### config.mk
export PLATFORM = sky130hd
export DESIGN_NAME = memory_arbiter
export DESIGN_NICKNAME = d
export VERILOG_FILES = /design/src/rtl/memory_arbiter.sv
export SDC_FILE = /design/constraint.sdc
export NUM_CORES = 1
export LEC_CHECK = 0
export ABC_AREA = 1
export ABC_CLOCK_PERIOD_IN_PS = 2900
export CAP_MARGIN = 20
export CORE_MARGIN = 2
export CORE_UTILIZATION = 39
export CTS_CLUSTER_SIZE = 40
export DETAILED_ROUTE_END_ITERATION = 10
export PLACE_DENSITY = 0.86
export SETUP_SLACK_MARGIN = 0.2
export SKIP_CTS_REPAIR_TIMING = 1
export SYNTH_ARGS = -nofsm -noshare
export SYNTH_HDL_FRONTEND = slang
export SYNTH_SLANG_ARGS = --single-unit
### constraint.sdc
create_clock -name clk -period 2.9 [get_ports clk]
set_input_delay 0.435 -clock clk [delete_from_list [all_inputs] [get_ports clk]]
set_output_delay 0.435 -clock clk [all_outputs]
set_load 0.01 [all_outputs]
### src/rtl/memory_arbiter.sv
// -----------------------------------------------------------------------------
// memory_arbiter
//
// Purpose:
//   Shares a single unified memory port between the fetch stage (instruction
//   reads) and the memory stage (loads/stores). Only one bus transaction is
//   outstanding at a time, and its response is routed back to whichever
//   requester issued it. Data accesses win arbitration, but a streak counter
//   caps how many data grants in a row may pass a waiting fetch, so fetch
//   cannot be starved indefinitely.
//
// Parameters:
//   MaxDataStreak - consecutive data grants allowed while fetch waits (>= 1)
//   AddrWidth     - address width
//
// Ports:
//   clk, reset          - clock, synchronous active-high reset
//   fetchRequest/Address/Flush      - instruction read request, redirect cancel
//   fetchGrant, fetchResponseValid, fetchData - fetch handshake and returned word
//   dataRequest/Address/WriteEnable/WriteStrobe/WriteData - load/store request
//   dataGrant, dataResponseValid, dataReadData - data handshake and load data
//   memRequest/Address/WriteEnable/WriteStrobe/WriteData - bus request side
//   memReady            - bus accepts the presented request this cycle
//   memResponseValid, memReadData - bus response
// -----------------------------------------------------------------------------
module memory_arbiter #(
  parameter int MaxDataStreak = 4,
  parameter int AddrWidth     = 32
) (
  input  logic                 clk,
  input  logic                 reset,

  input  logic                 fetchRequest,
  input  logic [AddrWidth-1:0] fetchAddress,
  input  logic                 fetchFlush,
  output logic                 fetchGrant,
  output logic                 fetchResponseValid,
  output logic [31:0]          fetchData,

  input  logic                 dataRequest,
  input  logic [AddrWidth-1:0] dataAddress,
  input  logic                 dataWriteEnable,
  input  logic [3:0]           dataWriteStrobe,
  input  logic [31:0]          dataWriteData,
  output logic                 dataGrant,
  output logic                 dataResponseValid,
  output logic [31:0]          dataReadData,

  output logic                 memRequest,
  output logic [AddrWidth-1:0] memAddress,
  output logic                 memWriteEnable,
  output logic [3:0]           memWriteStrobe,
  output logic [31:0]          memWriteData,
  input  logic                 memReady,
  input  logic                 memResponseValid,
  input  logic [31:0]          memReadData
);

  localparam int StreakWidth = $clog2(MaxDataStreak + 1);
  localparam logic [StreakWidth-1:0] StreakLimit = StreakWidth'(MaxDataStreak);

  typedef enum logic [1:0] {
    StIdle,
    StIssue,
    StWait
  } stateT;

  typedef enum logic {
    OwnerFetch,
    OwnerData
  } ownerT;

  stateT                 state;
  stateT                 nextState;
  ownerT                 owner;
  logic [AddrWidth-1:0]  latchedAddress;
  logic                  latchedWriteEnable;
  logic [3:0]            latchedStrobe;
  logic [31:0]           latchedWriteData;
  logic                  cancel;
  logic [StreakWidth-1:0] streak;

  logic                  fetchEligible;
  logic                  dataWins;
  logic                  fetchWins;
  logic                  fetchBusy;
  logic                  leavingBusy;

  // A flushing fetch is not a real request: it must neither win arbitration
  // nor count as "waiting" for the starvation bound. Data only yields once the
  // streak has reached the limit while fetch is actually waiting.
  assign fetchEligible = fetchRequest & ~fetchFlush;
  assign dataWins      = dataRequest & (~fetchEligible | (streak < StreakLimit));
  assign fetchWins     = fetchEligible & ~dataWins;

  // A fetch-owned transaction is on the bus or awaiting its reply.
  assign fetchBusy   = (state != StIdle) && (owner == OwnerFetch);
  assign leavingBusy = (state != StIdle) && (nextState == StIdle);

  // State register; reset abandons whatever transaction was in flight.
  always_ff @(posedge clk) begin
    if (reset) begin
      state <= StIdle;
    end else begin
      state <= nextState;
    end
  end

  // Capture the winner's request at the grant edge so the requester is free
  // to change its inputs from the following cycle. Fetch never writes, so its
  // write-side fields are forced to zero.
  always_ff @(posedge clk) begin
    if (reset) begin
      owner              <= OwnerFetch;
      latchedAddress     <= '0;
      latchedWriteEnable <= 1'b0;
      latchedStrobe      <= '0;
      latchedWriteData   <= '0;
    end else if (dataGrant) begin
      owner              <= OwnerData;
      latchedAddress     <= dataAddress;
      latchedWriteEnable <= dataWriteEnable;
      latchedStrobe      <= dataWriteStrobe;
      latchedWriteData   <= dataWriteData;
    end else if (fetchGrant) begin
      owner              <= OwnerFetch;
      latchedAddress     <= fetchAddress;
      latchedWriteEnable <= 1'b0;
      latchedStrobe      <= '0;
      latchedWriteData   <= '0;
    end
  end

  // Streak of data grants taken while fetch was waiting. It saturates at the
  // limit rather than wrapping, and any grant with no fetch waiting (or any
  // fetch grant) starts the count over.
  always_ff @(posedge clk) begin
    if (reset) begin
      streak <= '0;
    end else if (dataGrant) begin
      if (!fetchEligible) begin
        streak <= '0;
      end else if (streak != StreakLimit) begin
        streak <= streak + 1'b1;
      end
    end else if (fetchGrant) begin
      streak <= '0;
    end
  end

  // Cancel remembers a redirect that arrived while our fetch was in flight.
  // The bus transaction is still allowed to finish; only its reply is
  // dropped. Returning to idle takes priority so the flag never leaks into
  // the next transaction.
  always_ff @(posedge clk) begin
    if (reset) begin
      cancel <= 1'b0;
    end else if (leavingBusy) begin
      cancel <= 1'b0;
    end else if (fetchBusy && fetchFlush) begin
      cancel <= 1'b1;
    end
  end

  // Next-state and output decode. Every output defaults to zero and is
  // forced to zero during reset so nothing escapes while the block is being
  // cleared. Responses are passed straight through in the cycle they arrive.
  always_comb begin
    nextState          = state;
    fetchGrant         = 1'b0;
    dataGrant          = 1'b0;
    fetchResponseValid = 1'b0;
    fetchData          = '0;
    dataResponseValid  = 1'b0;
    dataReadData       = '0;
    memRequest         = 1'b0;
    memAddress         = '0;
    memWriteEnable     = 1'b0;
    memWriteStrobe     = '0;
    memWriteData       = '0;

    if (!reset) begin
      case (state)
        StIdle: begin
          dataGrant  = dataWins;
          fetchGrant = fetchWins;
          if (dataWins || fetchWins) begin
            nextState = StIssue;
          end
        end

        StIssue: begin
          memRequest     = 1'b1;
          memAddress     = latchedAddress;
          memWriteEnable = latchedWriteEnable;
          memWriteStrobe = latchedStrobe;
          memWriteData   = latchedWriteData;
          if (memReady) begin
            nextState = StWait;
          end
        end

        StWait: begin
          if (memResponseValid) begin
            nextState = StIdle;
            if (owner == OwnerData) begin
              dataResponseValid = 1'b1;
              dataReadData      = memReadData;
            end else if (!cancel && !fetchFlush) begin
              // A flush in the very cycle the reply lands also discards it.
              fetchResponseValid = 1'b1;
              fetchData          = memReadData;
            end
          end
        end

        default: begin
          nextState = StIdle;
        end
      endcase
    end
  end

`ifndef SYNTHESIS
  // Only one requester can ever be granted in a cycle.
  assertSingleGrant: assert property (@(posedge clk) disable iff (reset)
    !(fetchGrant && dataGrant));

  // A response can only go to one side at a time.
  assertSingleResponse: assert property (@(posedge clk) disable iff (reset)
    !(fetchResponseValid && dataResponseValid));
`endif

endmodule
==> flow_summary.yaml <==
sta:
  hold_viol: 0
  tightest_slew_ps: 959
  rsz0062_at_grt: "no"
  slew_viol_final: 0
  fin_crit_ps: 2610
  tns_ps: 0
  fin_skew_ps: 12.5
  finalWorstSetupSlack_ps: 290
  fmax_ghz: 0.383
  finalCritPeriodShare_pct: 90.0
  finalSetupViolCount: 0
  relSlewSlack_pct: 36.0
synth:
  syn_nets: 851
  synth-main-ff-cell: "dfxtp_1"
  synth_cells: 709
  synth_edf_count: 0
  synth_seq_area_share_pct: 35.9
  avgSynthCellArea_sq_um: 5.97
  synth_warnings: 0
  synth_area_sq_um: 4240
  synth_cell_type_count: 22
  ys_ff_latch: 76
  async_reset_ff_share_pct: 0
drt:
  routedWlPerCell_um: 12.9
  vias: 5068
  drtIter0Drc: 290
  dr.pass1.iters: 4
  routed_via_density: 4.58
  ant_nets: 0
  wl_um: 14300
  drc: 0
placement:
  place_congestion: 0.809
  dpl.hpwl_um: 10400
  preCtsSetupSlack_ps: 235
  port-buffer-count: 277
  dp.cells: 1089
cells_and_area:
  drive_gt1_share_pct: 3.73
  seq_area_sq_um: 1520
  nets: 1102
  layout.cells.non_filler: 1107
  n_fill_cell: 966
  areaGrowthSynthToFinish_pct: 71.6
  multi_input_area_sq_um: 1910
clock_network:
  htreeDepth: 3
  cts_tree: "built"
  cts_sinks: 76
  cts_buffers: 9
  clk_pin_slew_ps: 80
  clockBufferDepth: 2
  clock_latency_ps: 340
  root_buffer: "clkbuf_8"
run:
  cap_violations: 0
critical_path:
  crit_required_ps: 2470
  cp-start-kind: "input port"
  crit_arrival_ps: 2180
  endpoint_kind: "output port"
  crit_fanout: 33
  worstSetupPathType: "in2out"
die:
  start_util_pct: 39.6
  dieHeight_um: 108
  die_area_sq_um: 11700
  io_pins: 278
  die_w_um: 108
  core_sq_um: 10700
  rows: 38
power:
  finalPower_mw: 2.57
  vdd_drop_max_v: 0.000211
  power.density_nw_per_um2: 353
  p_leak_nw: 3.19
global_route:
  grt_pass1_vias: 4295
  grt_pass1_wl_um: 21200
  gr-total-overflow: 0
  antenna_found_initial: 2
  track_usage_pct: 22.9
  grt_max_degree: 75
hold_path:
  holdCritPathClass: "reg2reg"
status:
  outcome: "finished clean"
[worst max-delay path, cell delays in order]
cell	delay (ps)
clkdlybuf4s50_1	470
inv_1	60
nor4_2	200
nand3_1	140
buf_8	200
nor2_1	110
clkdlybuf4s50_1	540
[state kept, by name, summed over array words and instances (netlist names)]
| name | flops |
|---|---|
| streak | 3 |
| latchedAddress | 32 |
| latchedStrobe | 4 |
| latchedWriteData | 32 |
| owner | 1 |
| cancel | 1 |
| latchedWriteEnable | 1 |
| state | 2 |
[cell type report]
type,instances,share of cell area [%]
Antenna cell,2,0.0689
Timing Repair Buffer,286,39.9
Sequential cell,76,20.9
Inverter,146,7.58
Tap cell,140,2.41
Multi-Input combinational cell,441,26.3
Clock buffer,11,1.95
Clock inverter,5,0.844
[Yosys cell counts (2+ instances only)]
master	count	area, sq um
buf_2	5	25.0
dfxtp_1	76	1520
inv_2	3	11.3
ha_1	2	25.0
buf_4	8	60.1
nor2_2	4	25.0
o21ai_1	2	10.0
nor2_1	138	518
buf_6	9	101
buf_1	2	7.51
o21ai_0	33	165
nand2_1	145	544
inv_1	143	537
a21oi_1	74	370
nand3_1	37	185
clkbuf_1	22	82.6
[path summary, 6_finish.rpt]
path | start | endpoint | slack, ps | depth (start not counted)
max | memResponseValid | fetchData[4] | 290 | 7
min | latchedWriteData[16] | latchedWriteData[16] | 460 | 2
max reg2reg | state[0] | latchedAddress[12] | 920 | 8
min reg2reg | latchedWriteData[16] | latchedWriteData[16] | 460 | 2
[cells in the final DEF (no fill, tap or decap), types with 3 or more instances in the layout]
cell,instances
nor2_2,3
buf_4,6
o21ai_0,33
nand2_1,145
inv_1,143
a21oi_1,74
clkinvlp_4,3
clkdlybuf4s50_1,264
nor2_1,138
clkbuf_8,10
nand3_1,37
dlymetal6s2s_1,12
dfxtp_1,76
[where the power goes]
part,internal (mW),switching [mW],total (mW)
Sequential,1.12,0.0273,1.14
Clock,0.423,0.401,0.825
Combinational,0.305,0.294,0.599
Total,1.84,0.722,2.57
[per-stage QoR]
step	hold slack [ps]	util [%]	cell area (sq um)
2_1_floorplan	439	-	4240
3_3_place_gp	449	65.5	7010
3_5_place_dp	452	65.5	7010
4_1_cts	456	67.4	7210
5_1_grt	484	67.9	7270
6_report	461	67.9	7270
[cell families after synthesis]
kind of cell / after synthesis / share of synthesized area (%)
simple gates: 329 / 30.9
buf+inv: 192 / 19.5
compound gates: 110 / 13.1
flops: 76 / 35.9
fa+ha+maj: 2 / 0.591
[routing by layer]
metal  track usage [%]  wire, um  vias up  part of all wire, %
met5                 0         0        -                    0
met3              6.45      1090       18                  7.6
met2              43.2      7580      170                   53
met4              8.97       284        0                  2.0
li1                  -         -     2601                    -
met1              23.7      5310     2279                   37
No activity file was read; power rests on OpenSTA's default activity.
